**config.mk**
```make
export PLATFORM = sky130hd
export DESIGN_NAME = dmem_port_arbiter
export DESIGN_NICKNAME = d
export VERILOG_FILES = /design/src/rtl/dmem_port_arbiter_pkg.sv /design/src/rtl/dmem_port_arbiter_starve_counter.sv /design/src/rtl/dmem_port_arbiter.sv
export SDC_FILE = /design/constraint.sdc
export NUM_CORES = 1
export LEC_CHECK = 0
export CAP_MARGIN = 30
export CORE_AREA = 2 2 104 106
export DETAILED_ROUTE_END_ITERATION = 10
export DIE_AREA = 0 0 106 108
export PLACE_DENSITY = 0.78
export SLEW_MARGIN = 10
export SYNTH_ARGS = -nofsm -noshare
export SYNTH_HDL_FRONTEND = slang
export SYNTH_SLANG_ARGS = --single-unit
export TNS_END_PERCENT = 10
```
**constraint.sdc**
```tcl
create_clock -name clk -period 4.8 [get_ports clk]
set_input_delay 0.96 -clock clk [delete_from_list [all_inputs] [get_ports clk]]
set_output_delay 0.96 -clock clk [all_outputs]
set_load 0.1 [all_outputs]
```
**src/rtl/dmem_port_arbiter_pkg.sv**
```systemverilog
// Shared data-memory constants: address/data widths, access size encodings
// and the arbiter defaults.
package dmem_port_arbiter_pkg;

  localparam int ADDR_LEN = 32;
  localparam int DATA_LEN = 32;

  localparam logic [1:0] SZ_BYTE = 2'd0;
  localparam logic [1:0] SZ_HALF = 2'd1;
  localparam logic [1:0] SZ_WORD = 2'd2;

  localparam int STARVE_MAX_DEF = 4;
  localparam int CNT_W_DEF      = 4;

  // True when a CNT_W-bit counter can hold max and max is in its legal range.
  function automatic bit starve_cfg_ok(input int cnt_w, input int max);
    return (max >= 1) && (max <= 15) && ((64'd1 << cnt_w) > 64'(max));
  endfunction

endpackage

```
**src/rtl/dmem_port_arbiter_starve_counter.sv**
```systemverilog
// Saturating starvation counter: clr has priority over inc, holds at MAX.
// Latency: count updates on the clock edge; at_max is combinational from the count.
module dmem_port_arbiter_starve_counter #(
  parameter int CNT_W = 4,
  parameter int MAX   = 4
) (
  input  logic             clk,
  input  logic             reset,
  input  logic             inc,
  input  logic             clr,
  output logic [CNT_W-1:0] cnt,
  output logic             at_max
);

  assign at_max = (cnt >= CNT_W'(MAX));

  always_ff @(posedge clk or posedge reset) begin
    if (reset) begin
      cnt <= '0;
    end else if (clr) begin
      cnt <= '0;
    end else if (inc && !at_max) begin
      cnt <= cnt + CNT_W'(1);
    end
  end

endmodule

```
**src/rtl/dmem_port_arbiter.sv**
```systemverilog
// Two-way arbiter for the single data-memory port: loads win unless a store has been starved.
// Grants are combinational (stores write in the grant cycle); load data returns registered one cycle later.
module dmem_port_arbiter
  import dmem_port_arbiter_pkg::*;
#(
  parameter int ADDR_W     = ADDR_LEN,
  parameter int DATA_W     = DATA_LEN,
  parameter int STARVE_MAX = STARVE_MAX_DEF,
  parameter int CNT_W      = CNT_W_DEF
) (
  input  logic              clk,
  input  logic              reset,
  input  logic              ld_req,
  input  logic [ADDR_W-1:0] ld_addr,
  input  logic [1:0]        ld_size,
  output logic              ld_gnt,
  output logic              ld_rvalid,
  output logic [DATA_W-1:0] ld_rdata,
  input  logic              st_req,
  input  logic [ADDR_W-1:0] st_addr,
  input  logic [DATA_W-1:0] st_data,
  input  logic [1:0]        st_size,
  output logic              st_gnt,
  input  logic              kill,
  output logic [ADDR_W-1:0] mem_raddr,
  output logic [1:0]        mem_rsize,
  input  logic [DATA_W-1:0] mem_rdata,
  output logic [ADDR_W-1:0] mem_waddr,
  output logic [DATA_W-1:0] mem_wdata,
  output logic [1:0]        mem_wsize,
  output logic              mem_we
);

  if (!starve_cfg_ok(CNT_W, STARVE_MAX)) begin : g_bad_cfg
    $error("dmem_port_arbiter: STARVE_MAX must be 1..15 and fit in CNT_W bits");
  end

  logic             starve_hit;
  logic             force_st;
  logic             st_win;
  logic [CNT_W-1:0] starve_cnt;

  dmem_port_arbiter_starve_counter #(
    .CNT_W (CNT_W),
    .MAX   (STARVE_MAX)
  ) u_starve (
    .clk    (clk),
    .reset  (reset),
    .inc    (st_req && !st_gnt),
    .clr    (st_gnt || !st_req),
    .cnt    (starve_cnt),
    .at_max (starve_hit)
  );

  assign force_st = st_req && starve_hit;
  assign st_win   = st_req && (!ld_req || force_st);

  // Reset masks both grants so nothing reaches the memory while state is clearing.
  assign st_gnt = st_win && !reset;
  assign ld_gnt = ld_req && !st_win && !reset;

  assign mem_we    = st_gnt;
  assign mem_waddr = st_addr;
  assign mem_wdata = st_data;
  assign mem_wsize = st_size;
  assign mem_raddr = ld_addr;
  assign mem_rsize = ld_size;

  // A killed grant is consumed but its data is squashed along with the valid.
  always_ff @(posedge clk or posedge reset) begin
    if (reset) begin
      ld_rvalid <= 1'b0;
      ld_rdata  <= '0;
    end else begin
      ld_rvalid <= ld_gnt && !kill;
      if (ld_gnt && !kill) begin
        ld_rdata <= mem_rdata;
      end
    end
  end

endmodule

```
### After elaboration in Yosys (flattened, before gate mapping)

Cells that the tools add are included.

* flip-flop bits (word level): 37
* bits of input ports: 137
* output and inout port bits: 136
* word-level logic and storage cells: 25

* add/subtract/negate cells: 1
* $lt $le $gt $ge: 1
* mux-type cells: 2
* reductions and logical operators: 18

Operator list (number)
* 1-bit logical AND: 8
* 4-bit two-way mux: 2
* 1-bit zero test: 7
* 4-bit by 1-bit adder with 4-bit output (second input constant): 1
* 4-bit by 3-bit greater-or-equal comparator with 1-bit output (second input constant): 1
* 1-bit logical OR: 2
* 2-bit nonzero test: 1

### Longest topological paths before layout

Gate-level depths: netlist of the first run.

* word-level depth: 10
* gate-level depth with buffers: 4
* mapped depth without buffers: 4

### Hierarchy

Synthesis of the first run repeated with hierarchy kept, for this count alone.

* cell total of the unflattened synthesis: 195
* area, all modules: 2249.7 sq um

Modules (own cells, without submodules)
* dmem_port_arbiter: times used 1, cells an instance 177, area an instance 2042.0 sq um
* dmem_port_arbiter_starve_counter: times used 1, cells an instance 18, area an instance 207.7 sq um

### Worst setup path after synthesis of the first run

Ideal clock, no wire load.

* kind: input to output
* start point: input port reset
* end point: output port st_gnt
* data arrival time: 3.927 ns
* data required time: 3.840 ns
* setup slack: -0.087 ns
* stages on the path: 4
* path buffers: 1
* path through: inv_1 -> nand2_1 -> a21oi_1 -> buf_4

* word-level cells in the longest chain between the ends: 2

Ends and longest elaborated chain
* start: declaration: RTL line dmem_port_arbiter.sv:12 `input logic reset,`
* 1-bit zero test (no line)
* 1-bit logical AND: RTL line dmem_port_arbiter.sv:59 `assign st_gnt = st_win && !reset;`
* end: declaration: RTL line dmem_port_arbiter.sv:23 `output logic st_gnt,`

No other way between the ends.

### Worst setup path after layout of the first run

* start point: input port st_req
* end point: output port mem_we

* word-level cells in the longest chain between the ends: 4

Ends and longest elaborated chain
* start: declaration: RTL line dmem_port_arbiter.sv:19 `input logic st_req,`
* 1-bit logical AND: RTL line dmem_port_arbiter.sv:55 `assign force_st = st_req && starve_hit;`
* 1-bit logical OR: RTL line dmem_port_arbiter.sv:56 `assign st_win = st_req && (!ld_req || force_st);`
* 1-bit logical AND (*): RTL line dmem_port_arbiter.sv:56
* 1-bit logical AND (*): RTL line dmem_port_arbiter.sv:59
* end: declaration: RTL line dmem_port_arbiter.sv:31 `output logic mem_we`

Every way passes the cells marked *; elsewhere a longest branch is shown, timed or not.

==> impl_metrics.tcl, run 1 <==
set metrics [dict create \
    worst_r2r_path_depth 3 \
    h-tree-depth 2 \
    p_sw_uw 589 \
    multiInputGateArea_um2 611 \
    r2r_slack_ps 2970 \
    seq_area_um2 926 \
    seqPwrFrac_pct 31.7 \
    r2r-end "ld_rdata[10]" \
    gp_congestion 0.736 \
    fin_skew_ps 9.74 \
    dr.pass1.iters 4 \
    yosys_register_bits 37 \
    grt_max_degree 39 \
    combPwrFrac_pct 51.4 \
    syn2layout_area_growth_pct 8.10 \
    arrival_ps 2090 \
    clockPowerShare_pct 16.9 \
    final_util_pct 24.6 \
    holdCritPathClass "flop to flop" \
    grt_pass1_vias 1227 \
    cts_sinks 37 \
    hold_slack_ps 509 \
    crit_end "mem_we" \
    fillers 1056 \
    crit_family "buffers and inverters" \
    grtUsageTotal_pct 7.18 \
    crit_path_start_kind "input pin" \
    core_area_mm2 0.0102 \
    cts_hold_buf 0 \
    grt_overflow 0 \
    synth_fp_nets 334 \
    avgSynthCellArea_um2 11.9 \
    io_pins 273 \
    wl_per_cell_um 13.5 \
    cts_tree "done" \
    design_area_mm2 0.00252 \
    num_vias 1170 \
    dieArea_mm2 0.0114 \
    crit_cells 4 \
    slowest_delay_ps 580 \
    swShare_pct 47.0 \
    cp-startpoint "st_req" \
    p_leak_uw 0.00113 \
    synthDistinctLibCells 21 \
    cts_resized 0 \
    grt_antenna_before_repair 0 \
    tightest_slew_ps 996 \
    nets 310 \
    grt_pass1_wl_mm 6.28 \
    outcome "finished clean" \
    viasPerCell 3.80 \
    die_w_um 106 \
    ant_nets 0 \
    ys_seq_area_share_pct 39.7 \
    numCtsBuffers 5 \
    clk_pin_slew_worst_paths_ps 60 \
    drc 0 \
    rsz0062_at_grt "false" \
    cts_root_buf "clkbuf_8" \
    crit_chain "clkdlybuf4s50_1, nand2_1, a21oi_2, buf_4" \
    hold_viol_final 0 \
    synth_warnings 0 \
    rows 37 \
    peakVddDrop_v 0.000166 \
    syn-instance-count 196 \
    dp_hpwl_mm 2.99 \
    fin_crit_ps 3050 \
    worstSetupPathType "input pin to output pin" \
    crit_path_end_kind "output pin" \
    min_period_over_period_pct 63.4 \
    final_cell_mix "clkdlybuf4s50_1, dfrtp_1, mux2_4" \
    clockBufferDepth 2 \
    drtIter0Drc 62 \
    crit_fanout 6 \
    relSlewSlack_pct 33.4 \
    diodes 0 \
    path_buf_inv 2 \
    tns_ps 0 \
    drv_slew 0 \
    slowest_stage "clkdlybuf4s50_1" \
    start_util_pct 22.8 \
    drive_gt1_share_pct 26.2 \
    port_buffers 72 \
    cts_setup_buffers 0 \
    die_h_um 108 \
    drv_cap 0 \
    p_int_uw 663 \
    max_freq_ghz 0.328 \
    clkLatencyLatePin_ps 280 \
    drt_wl_total_mm 4.16 \
    syn_area_mm2 0.00233 \
    r2r-start "u_starve.cnt[2]" \
    setup_viol 0 \
    crit_required_ps 3840 \
    layout_commonest_cell "clkdlybuf4s50_1" \
    placed_cell_area_mm2 0.00243 \
    power_density_mw_per_mm2 496 \
]
[state kept, by name (all words and copies together) (netlist names)]
register and count:
ld_rdata 32, u_starve.cnt 4, ld_rvalid 1
[cell usage after synthesis]
cell type  count  share of area [%]
o211ai_1       1               0.32
o21ai_2        1               0.38
mux2_4        29                 19
nand2b_1       1               0.27
a21oi_1        2               0.43
mux2_2         3                1.4
o21a_1         1               0.32
and3_1         2               0.54
o21ai_0        1               0.21
ha_1           1               0.54
nand3_4        1               0.75
dfrtp_1       37                 40
nand2_1        2               0.32
nand3b_1       1               0.32
nor2b_1        1               0.27
buf_6          3                1.4
nor4_1         1               0.27
buf_4        101                 33
inv_1          2               0.32
nor2_1         4               0.64
a21boi_0       1               0.32
[how the worst min path moves through the flow]
stage / from / cells after the start / end
2_1_floorplan: u_starve.cnt[1] / 2 / u_starve.cnt[1]
3_3_place_gp: ld_rdata[1] / 1 / ld_rdata[1]
3_5_place_dp: ld_rdata[20] / 1 / ld_rdata[20]
4_1_cts: ld_rdata[20] / 1 / ld_rdata[20]
5_1_grt: ld_rdata[22] / 1 / ld_rdata[22]
6_report: ld_rdata[12] / 1 / ld_rdata[12]
[cells by family after synthesis]
logic type               after synthesis  share of synthesized area (%)
buffers and inverters                106                           34.3
flip-flops                            37                           39.7
multiplexers                          32                           20.1
AND/OR/NAND/NOR                       13                           3.38
AO/OA/AOI/OAI                          7                           1.99
adder cells (fa/ha/maj)                1                          0.536
[layout make-up]
cell class / instances / area share (%)
inverters: 2 / 0.298
multi-input cells: 53 / 24.2
well taps: 136 / 6.75
flip-flops and latches: 37 / 36.7
clock buffers: 7 / 3.42
repair buffers: 73 / 28.6
[worst register-to-register path, delay by kind of cell, from the launching register on]
family | cells | cell delay, ps
flops | 1 | 450
mux | 1 | 540
compound gates | 1 | 220
simple gates | 1 | 510
[layer usage]
layer  vias up  global-route usage [%]  share of wire (%)
li1        487                       -                  -
met1       534                    7.09                 36
met2       102                    10.3                 43
met3        47                    3.38                 13
met4         0                    8.46                7.9
met5         -                       0                  0
[stage by stage]
stage          cells  setup WS [ps]  power [uW]
2_1_floorplan    196            575        1280
3_3_place_gp     301           1800        1040
3_5_place_dp     301           1760        1050
4_1_cts          308           1760        1270
5_1_grt          308           1670        1300
6_report         308           1760        1250
[power by group through the flow]
stage	clock, uW	sequential, uW	combinational (uW)
2_1_floorplan	0	783	497
4_1_cts	229	396	648
5_1_grt	240	403	661
3_5_place_dp	0	402	646
3_3_place_gp	0	399	643
6_report	212	396	643
Power figures use the tool's default switching activity.
==> run 2: changes to the inputs <==
--- a/config.mk
+++ b/config.mk
@@ -6,10 +6,10 @@
 export NUM_CORES = 1
 export LEC_CHECK = 0
 export CAP_MARGIN = 30
-export CORE_AREA = 2 2 104 106
+export CORE_AREA = 2 2 105 107
 export DETAILED_ROUTE_END_ITERATION = 10
-export DIE_AREA = 0 0 106 108
-export PLACE_DENSITY = 0.78
+export DIE_AREA = 0 0 107 109
+export PLACE_DENSITY = 0.77
 export SLEW_MARGIN = 10
 export SYNTH_ARGS = -nofsm -noshare
 export SYNTH_HDL_FRONTEND = slang
==> constraint.sdc (replaced) <==
create_clock -name clk -period 3.02 [get_ports clk]
set_input_delay 0.604 -clock clk [delete_from_list [all_inputs] [get_ports clk]]
set_output_delay 0.604 -clock clk [all_outputs]
set_load 0.1 [all_outputs]
==> run 2 against run 1 <==
Sequential power rose by 60%. Global-route usage increased by 0.12 points. Design area fell by 0.84%. Hold slack better by 5.5 ps. Clock power increased by 71%. Die area up 1.9%. Cell count grew 1.6%. Wire length rose by 3.3%. Via count shrank 1.2%. Critical endpoint unchanged. Largest cell class unchanged. Largest power group unchanged. Highest routed layer unchanged.
==> impl_metrics.tcl, run 2 (same netlist as run 1, synthesis figures left out) <==
set metrics [dict create \
    gp_congestion 0.640 \
    dieArea_mm2 0.0117 \
    hold_viol_final 0 \
    top_register "ld_rdata" \
    viasPerCell 3.69 \
    grt_pass1_wl_mm 6.37 \
    layout_commonest_cell "dfrtp_1" \
    final_cell_mix "dfrtp_1, clkdlybuf4s50_1, buf_4" \
    drv_cap 0 \
    clockPowerShare_pct 18.2 \
    io_pins 273 \
    reg.largest.list "ld_rdata (32), u_starve.cnt (4), ld_rvalid (1)" \
    cts_sinks 37 \
    cts_tree "done" \
    p_leak_uw 0.00117 \
    combPwrFrac_pct 50.0 \
    p_sw_uw 962 \
    cts_resized 0 \
    power_uw 1990 \
    grt_overflow 0 \
    dp_hpwl_mm 3.13 \
    crit_required_ps 2420 \
    dp_cells 306 \
    drive_gt1_share_pct 46.2 \
    peakVddDrop_v 0.000332 \
    nets 311 \
    start_util_pct 22.0 \
    design_area_mm2 0.00250 \
    syn2layout_area_growth_pct 7.19 \
    grt_max_degree 34 \
    drv_slew 0 \
    fin_crit_ps 2410 \
    grtUsageTotal_pct 7.31 \
    num_vias 1156 \
    h-tree-depth 2 \
    clockBufferDepth 2 \
    ant_nets 0 \
    hold_depth 1 \
    cts_root_buf "clkbuf_8" \
    port_buffers 72 \
    min_period_over_period_pct 79.9 \
    p_int_uw 1030 \
    outcome "finished clean" \
    relSlewSlack_pct 55.7 \
    numCtsBuffers 5 \
    fillers 1111 \
    grt_antenna_before_repair 0 \
    wl_per_cell_um 13.7 \
    cts_setup_buffers 0 \
    swShare_pct 48.3 \
    tns_ps 0 \
    cts_hold_buf 0 \
    largest_reg_flops 32 \
    drt_wl_total_mm 4.30 \
    setup_viol 0 \
    drc 0 \
    worst_r2r_path_depth 3 \
    arrival_ps 1810 \
    die_h_um 109 \
    placed_cell_area_mm2 0.00241 \
    fin_skew_ps 4.08 \
    grt_pass1_vias 1214 \
    tightest_slew_ps 665 \
    clk_pin_slew_worst_paths_ps 80 \
    rsz0062_at_grt "false" \
    crit_fanout 6 \
    power_density_mw_per_mm2 796 \
    core_area_mm2 0.0106 \
    diodes 0 \
    dr.pass1.iters 3 \
    worstSetupPathType "input pin to output pin" \
    fin_cells 313 \
    drtIter0Drc 32 \
    crit_path_start_kind "input pin" \
    holdCritPathClass "flop to flop" \
    max_freq_ghz 0.415 \
    rows 38 \
    die_w_um 107 \
    crit_path_end_kind "output pin" \
    clkLatencyLatePin_ps 290 \
    seqPwrFrac_pct 31.8 \
]
[run 2: area by class of cell]
type	count	area, um^2	area share, %
Clock buffer	7	86.3	3.45
Timing Repair Buffer	74	683	27.3
Tap cell	140	175	7.01
Inverter	2	11.3	0.450
Multi-Input combinational cell	53	618	24.7
Sequential cell	37	926	37.0
[run 2: routing by layer]
layer / share of wire, % / track usage (%)
met3: 11 / 3.65
met4: 7.4 / 7.42
met2: 47 / 10.9
met5: 0 / 0
met1: 35 / 7.23
[run 2: path summary, 6_finish.rpt]
check                           startpoint           end  slack [ps]
max                                  reset        mem_we         610
min                           ld_rdata[20]  ld_rdata[20]         510
max reg2reg                u_starve.cnt[2]  ld_rdata[24]        1180
min reg2reg                   ld_rdata[20]  ld_rdata[20]         510
max in group asynchronous            reset  ld_rdata[17]        1910
min in group asynchronous            reset   ld_rdata[8]         890
[run 2: stage by stage]
stage,utilization (%),hold WS (ps),worst slack (ps)
floorplan,-,555,225
CTS,23.6,517,596
detailed placement,22.8,494,417
global route,23.6,530,545
finish,23.6,514,608
global placement,22.8,493,514
[run 2: critical path, stage by stage]
cell	delay [ps]
clkdlybuf4s50_1	530
clkinvlp_4	150
nand2_1	90
a21oi_4	220
buf_12	210
[run 2: power groups by stage]
| stage | registers, uW | logic, uW | clock network [uW] |
|---|---|---|---|
| after floorplan | 1250 | 791 | 0 |
| after CTS | 633 | 1000 | 390 |
| after detailed placement | 639 | 1000 | 0 |
| final | 633 | 995 | 363 |
| after global routing | 644 | 1020 | 406 |
| after global placement | 639 | 992 | 0 |
==> RTL change 1, RTL diff (flow settings as in run 2) <==
Change the package constant `CNT_W_DEF` from 4 to 6.
--- a/src/rtl/dmem_port_arbiter_pkg.sv
+++ b/src/rtl/dmem_port_arbiter_pkg.sv
@@ -10,7 +10,7 @@
   localparam logic [1:0] SZ_WORD = 2'd2;
 
   localparam int STARVE_MAX_DEF = 4;
-  localparam int CNT_W_DEF      = 4;
+  localparam int CNT_W_DEF      = 6;
 
   // True when a CNT_W-bit counter can hold max and max is in its legal range.
   function automatic bit starve_cfg_ok(input int cnt_w, input int max);
Formal check against the unedited RTL: no difference found for any inputs over 10 cycles, from zero or initial values and one cycle with reset high; that may be too few to reach the edited logic, so the function may still have changed.
==> RTL change 1 against run 2 <==
  * Total power grew 1.2%
  * Final cell count grew 2.2%
  * Final area shrank 0.65%
  * Wire length shrank 2.7%
  * Setup slack lost 0.0079 ns
  * Register-to-register slack lost 0.32 ns
  * Sequential cell count grew 2
  * Synthesized area shrank 0.86%
  * Largest power group unchanged
==> RTL change 1: results (changes against run 2) <==
status=finished clean; Detailed Routing Iterations Pass 1=3 (unchanged); antenna diode count=0 (unchanged); pre-CTS WS=0.5418 ns (+0.1253 ns); CP peak stage delay=0.69 ns (+0.16 ns); nets@finish=318 (+2.3%); layout cells sized above 1=47.22% (+0.98 points); # resized after CTS=0 (unchanged); largest net degree at the start of global routing=40 (+18%); first-pass GRT wire length=5837 um (-8.3%); Global Route Usage Sum=6.570% (-0.74 points); most instantiated cells after synthesis=buf_4, dfrtp_1, mux2_2; RR Endpoint=ld_rdata[19]; Distinct cells, synth=23 (+9.5%); Placer Congestion=0.6621 (+3.5%); Worst Reg-to-Reg Cells=4 (+1); post-synthesis sequential area ratio=42.21% (+2.5 points); largest registers=ld_rdata: 32 flops, u_starve.cnt: 6 flops, ld_rvalid: 1 flops; syn_nets=342 (+2.4%); H-tree levels=2 (unchanged); wire length per cell=13.08 um (-4.8%); CTS buffer count=5 (unchanged); vias=1,201 (+3.9%); Final Skew=0.005077 ns (+0.0009960 ns); IO Port Bufs=72 (unchanged); Hold Path Class=reg -> reg; normalized max-slew margin=65.77% (+10 points); violation count after the first detailed-routing iteration=6 (-81%); CP startpoint=u_starve.cnt[4]; fmax=413.3 MHz (-0.33%); fillers=1,131 (+1.8%); postcts setup bufs=0 (unchanged); cell types occupying the most area after synthesis=dfrtp_1, buf_4, mux2_2, buf_6, ha_1; number of global-route vias before repair=1,195 (-1.6%); FF-to-FF setup slack=0.86 ns (-0.32 ns); VDD IR-drop max=0.2313 mV (-30%); Worst Setup EP=ld_gnt; maxcap violations=0 (unchanged); CTS root buf=clkbuf_8; initial antenna violation count=0 (unchanged); asr flop ratio synth=100.0% (unchanged); clock buffer depth=2 (unchanged); Final HPWL DP=3188 um (+2.0%); Lkg Pwr=1.079 nW (-8.0%); CP arrival=1.82 ns; latest clock arrival within the worst-skew pair=0.29 ns (about the same); Worst path slowest cell=or4_1
-- RTL change 1: cell types whose count changed after synthesis, sizes merged, moves of 2 or more --
| cell | delta |
|---|---|
| and3 | +3 |
| clkbuf | +2 |
| dfrtp | +2 |
| nor2 | -2 |
-- RTL change 1: area by class of cell --
type	count	area [um2]	area share (%)
Multi-Input combinational cell	55	530.5	21.36
Sequential cell	39	975.9	39.29
Clock buffer	8	100.1	4.030
Inverter	3	11.26	0.4534
Tap cell	140	175.2	7.053
Timing Repair Buffer	75	690.7	27.81
-- RTL change 1: worst min path at each step --
stage | depth (start not counted) | start | slack (ns) | to
CTS | 1 | ld_rdata[7] | 0.52 | ld_rdata[7]
global route | 1 | ld_rdata[25] | 0.52 | ld_rdata[25]
finish | 1 | ld_rdata[7] | 0.51 | ld_rdata[7]
global placement | 1 | ld_rdata[29] | 0.49 | ld_rdata[29]
floorplan | 2 | u_starve.cnt[2] | 0.49 | u_starve.cnt[2]
detailed placement | 1 | ld_rdata[7] | 0.50 | ld_rdata[7]
-- RTL change 1: critical path, delay by kind of cell (launching register included) --
family	cells	cell delay, ns
and+or+nand+nor	1	0.69
DFF	1	0.40
AOI/OAI and AO/OA	1	0.24
buffers and inverters	1	0.19
-- RTL change 1: routing by layer --
layer,up-vias,part of all wire [%],GRT usage [%]
li1,506,-,-
met1,583,36,6.383
met2,77,50,10.92
met3,35,9.0,3.168
met4,0,4.9,4.824
met5,-,0,0
-- RTL change 1: logic make-up after synthesis --
kind of cell | share of synthesized area (%)
flip-flops | 42.21
buffers and inverters | 35.07
adder cells (fa/ha/maj) | 1.082
AO/OA/AOI/OAI | 2.165
multiplexers | 15.58
AND/OR/NAND/NOR | 3.896
-- RTL change 1: through the flow --
stage / utilization (%) / area [um2] / cells
floorplan: - / 2317 / 203
global placement: 22.48 / 2384 / 312
detailed placement: 22.48 / 2384 / 312
CTS: 23.42 / 2484 / 320
global route: 23.42 / 2484 / 320
finish: 23.42 / 2484 / 320
-- RTL change 1: power breakdown --
part | internal, W | switching, W | total, W
Combinational | 0.000228 | 0.000737 | 0.000965
Sequential | 0.000609 | 0.0000472 | 0.000656
Clock | 0.000209 | 0.000185 | 0.000394
==> RTL change 2, RTL diff (config.mk and constraints of run 2) <==
Without the edit above. Reset style: synchronous (`reset`), changed in 2 clocked blocks.
--- a/src/rtl/dmem_port_arbiter_starve_counter.sv
+++ b/src/rtl/dmem_port_arbiter_starve_counter.sv
@@ -14,7 +14,7 @@
 
   assign at_max = (cnt >= CNT_W'(MAX));
 
-  always_ff @(posedge clk or posedge reset) begin
+  always_ff @(posedge clk) begin
     if (reset) begin
       cnt <= '0;
     end else if (clr) begin
--- a/src/rtl/dmem_port_arbiter.sv
+++ b/src/rtl/dmem_port_arbiter.sv
@@ -67,7 +67,7 @@
   assign mem_rsize = ld_size;
 
   // A killed grant is consumed but its data is squashed along with the valid.
-  always_ff @(posedge clk or posedge reset) begin
+  always_ff @(posedge clk) begin
     if (reset) begin
       ld_rvalid <= 1'b0;
       ld_rdata  <= '0;
Behaviour: differs if reset is asserted again (counterexample within 4 cycles, from zero or initial values and one cycle with reset high); with reset held inactive, the same outputs for 10 cycles.
==> RTL change 2 against run 2 <==
  * Synthesized area is 0.70% higher
  * Sequential cell count stayed put
  * Highest routed layer unchanged
  * Sequential share of layout area is 7.7 points lower
  * Global-route usage is 0.53 points lower
  * Setup slack better by 0.075 ns
  * Wire length is 6.7% lower
  * Register-to-register slack better by 0.19 ns
  * Final area is 0.90% higher
Power is not compared: it rests on default switching activity, and its combinational part moved more than twofold at a synthesized area within 25%.
==> RTL change 2: results (changes against run 2) <==
status=finished clean; CTS buffer count=5 (unchanged); top routing layer in use=met4; CTS root buf=clkbuf_8; fillers=1,136 (+2.3%); postcts setup bufs=0 (unchanged); layout cells sized above 1=44.16% (-2.1 points); Lkg Pwr=1.217 nW; GRT met2 Usage=10.60% (-0.27 points); main flop type after synthesis=dfxtp_1; Distinct cells, synth=21 (unchanged); wl on met1=1471 um (-2.1%); Hold Path Class=reg -> reg; VDD IR-drop max=0.2361 mV; Final HPWL DP=3042 um (-2.7%); Placer Congestion=0.6452 (+0.81%); clock slew at reported path FFs=0.09 ns; clock buffer depth=2 (unchanged); IO Port Bufs=72 (unchanged); CP arrival=1.73 ns (-0.08 ns); wire length per cell=11.90 um (-13%); antenna diode count=0 (unchanged); initial antenna violation count=0 (unchanged); # resized after CTS=0 (unchanged); WL met2=1827 um (-8.8%); met3 wire len=457 um (-4.0%); asr flop ratio synth=0% (-100 points); Critical Path Fanout Max=4 (-2); Detailed Routing Iterations Pass 1=2 (-1); post-synthesis sequential area ratio=31.54% (-8.2 points); Final Skew=0.007405 ns (+0.003324 ns); most instantiated cells after synthesis=buf_4, dfxtp_1, mux2_4; Global Route Usage Sum=6.780% (-0.53 points); CP peak stage delay=0.48 ns (-0.05 ns); first-pass GRT wire length=5989 um (-6.0%); vias=1,218 (+5.4%); nets@finish=334 (+7.4%); Worst path slowest cell=clkdlybuf4s50_1; latest clock arrival within the worst-skew pair=0.29 ns (about the same); largest net degree at the start of global routing=34 (unchanged); violation count after the first detailed-routing iteration=12 (-63%); Slew @ Worst Pin=0.6440 ns (-0.02109 ns); WHS Path Cells=1 (unchanged); Worst Reg-to-Reg Cells=3 (unchanged); number of global-route vias before repair=1,194 (-1.6%); cell types occupying the most area after synthesis=buf_4, dfxtp_1, mux2_4, and2b_1, nor2b_1; M3 GR Usage=3.288% (-0.36 points); met1 Resource Use GR=6.734% (-0.50 points); syn_nets=360 (+7.8%)
==> RTL change 2: cell type report <==
| cell class | instances | share of cell area [%] |
|---|---|---|
| clock inverter | 3 | 1.835 |
| sequential | 37 | 29.37 |
| clock buffer | 5 | 2.728 |
| multi-input combinational | 77 | 31.89 |
| timing repair buffer | 74 | 27.08 |
| tap | 140 | 6.944 |
| inverter | 1 | 0.1488 |
==> RTL change 2: final timing paths <==
| check | startpoint | endpoint | slack [ns] |
|---|---|---|---|
| setup / recovery | reset | st_gnt | 0.68 |
| hold / removal | u_starve.cnt[0] | u_starve.cnt[0] | 0.43 |
| setup reg to reg | u_starve.cnt[3] | ld_rdata[26] | 1.37 |
| hold reg to reg | u_starve.cnt[0] | u_starve.cnt[0] | 0.43 |
==> RTL change 2: report_power, final <==
part / switching (W) / total [W] / internal [W]
Sequential: 0.0000113 / 0.000522 / 0.000510
Clock: 0.000197 / 0.000444 / 0.000247
Combinational: 0.000215 / 0.000336 / 0.000121
==> RTL change 2: cells by family after synthesis <==
family	share of synthesized area, %
buffers and inverters	34.36
and+or+nand+nor	12.84
DFF	31.54
muxes	19.98
AOI/OAI and AO/OA	0.5859
adders and majority gates	0.5327
other	0.1597
==> RTL change 2: stage by stage <==
step,area [um2],cells,hold WS (ns),setup WS [ns],total power [W]
after CTS,2522,337,0.4301,0.6536,0.001333
after detailed placement,2407,329,0.4110,0.5087,0.0008728
final,2522,337,0.4299,0.6832,0.001302
after global routing,2522,337,0.4498,0.6074,0.001359
after floorplan,2352,222,0.3984,0.1944,0.001394
after global placement,2407,329,0.4074,0.5563,0.0008693
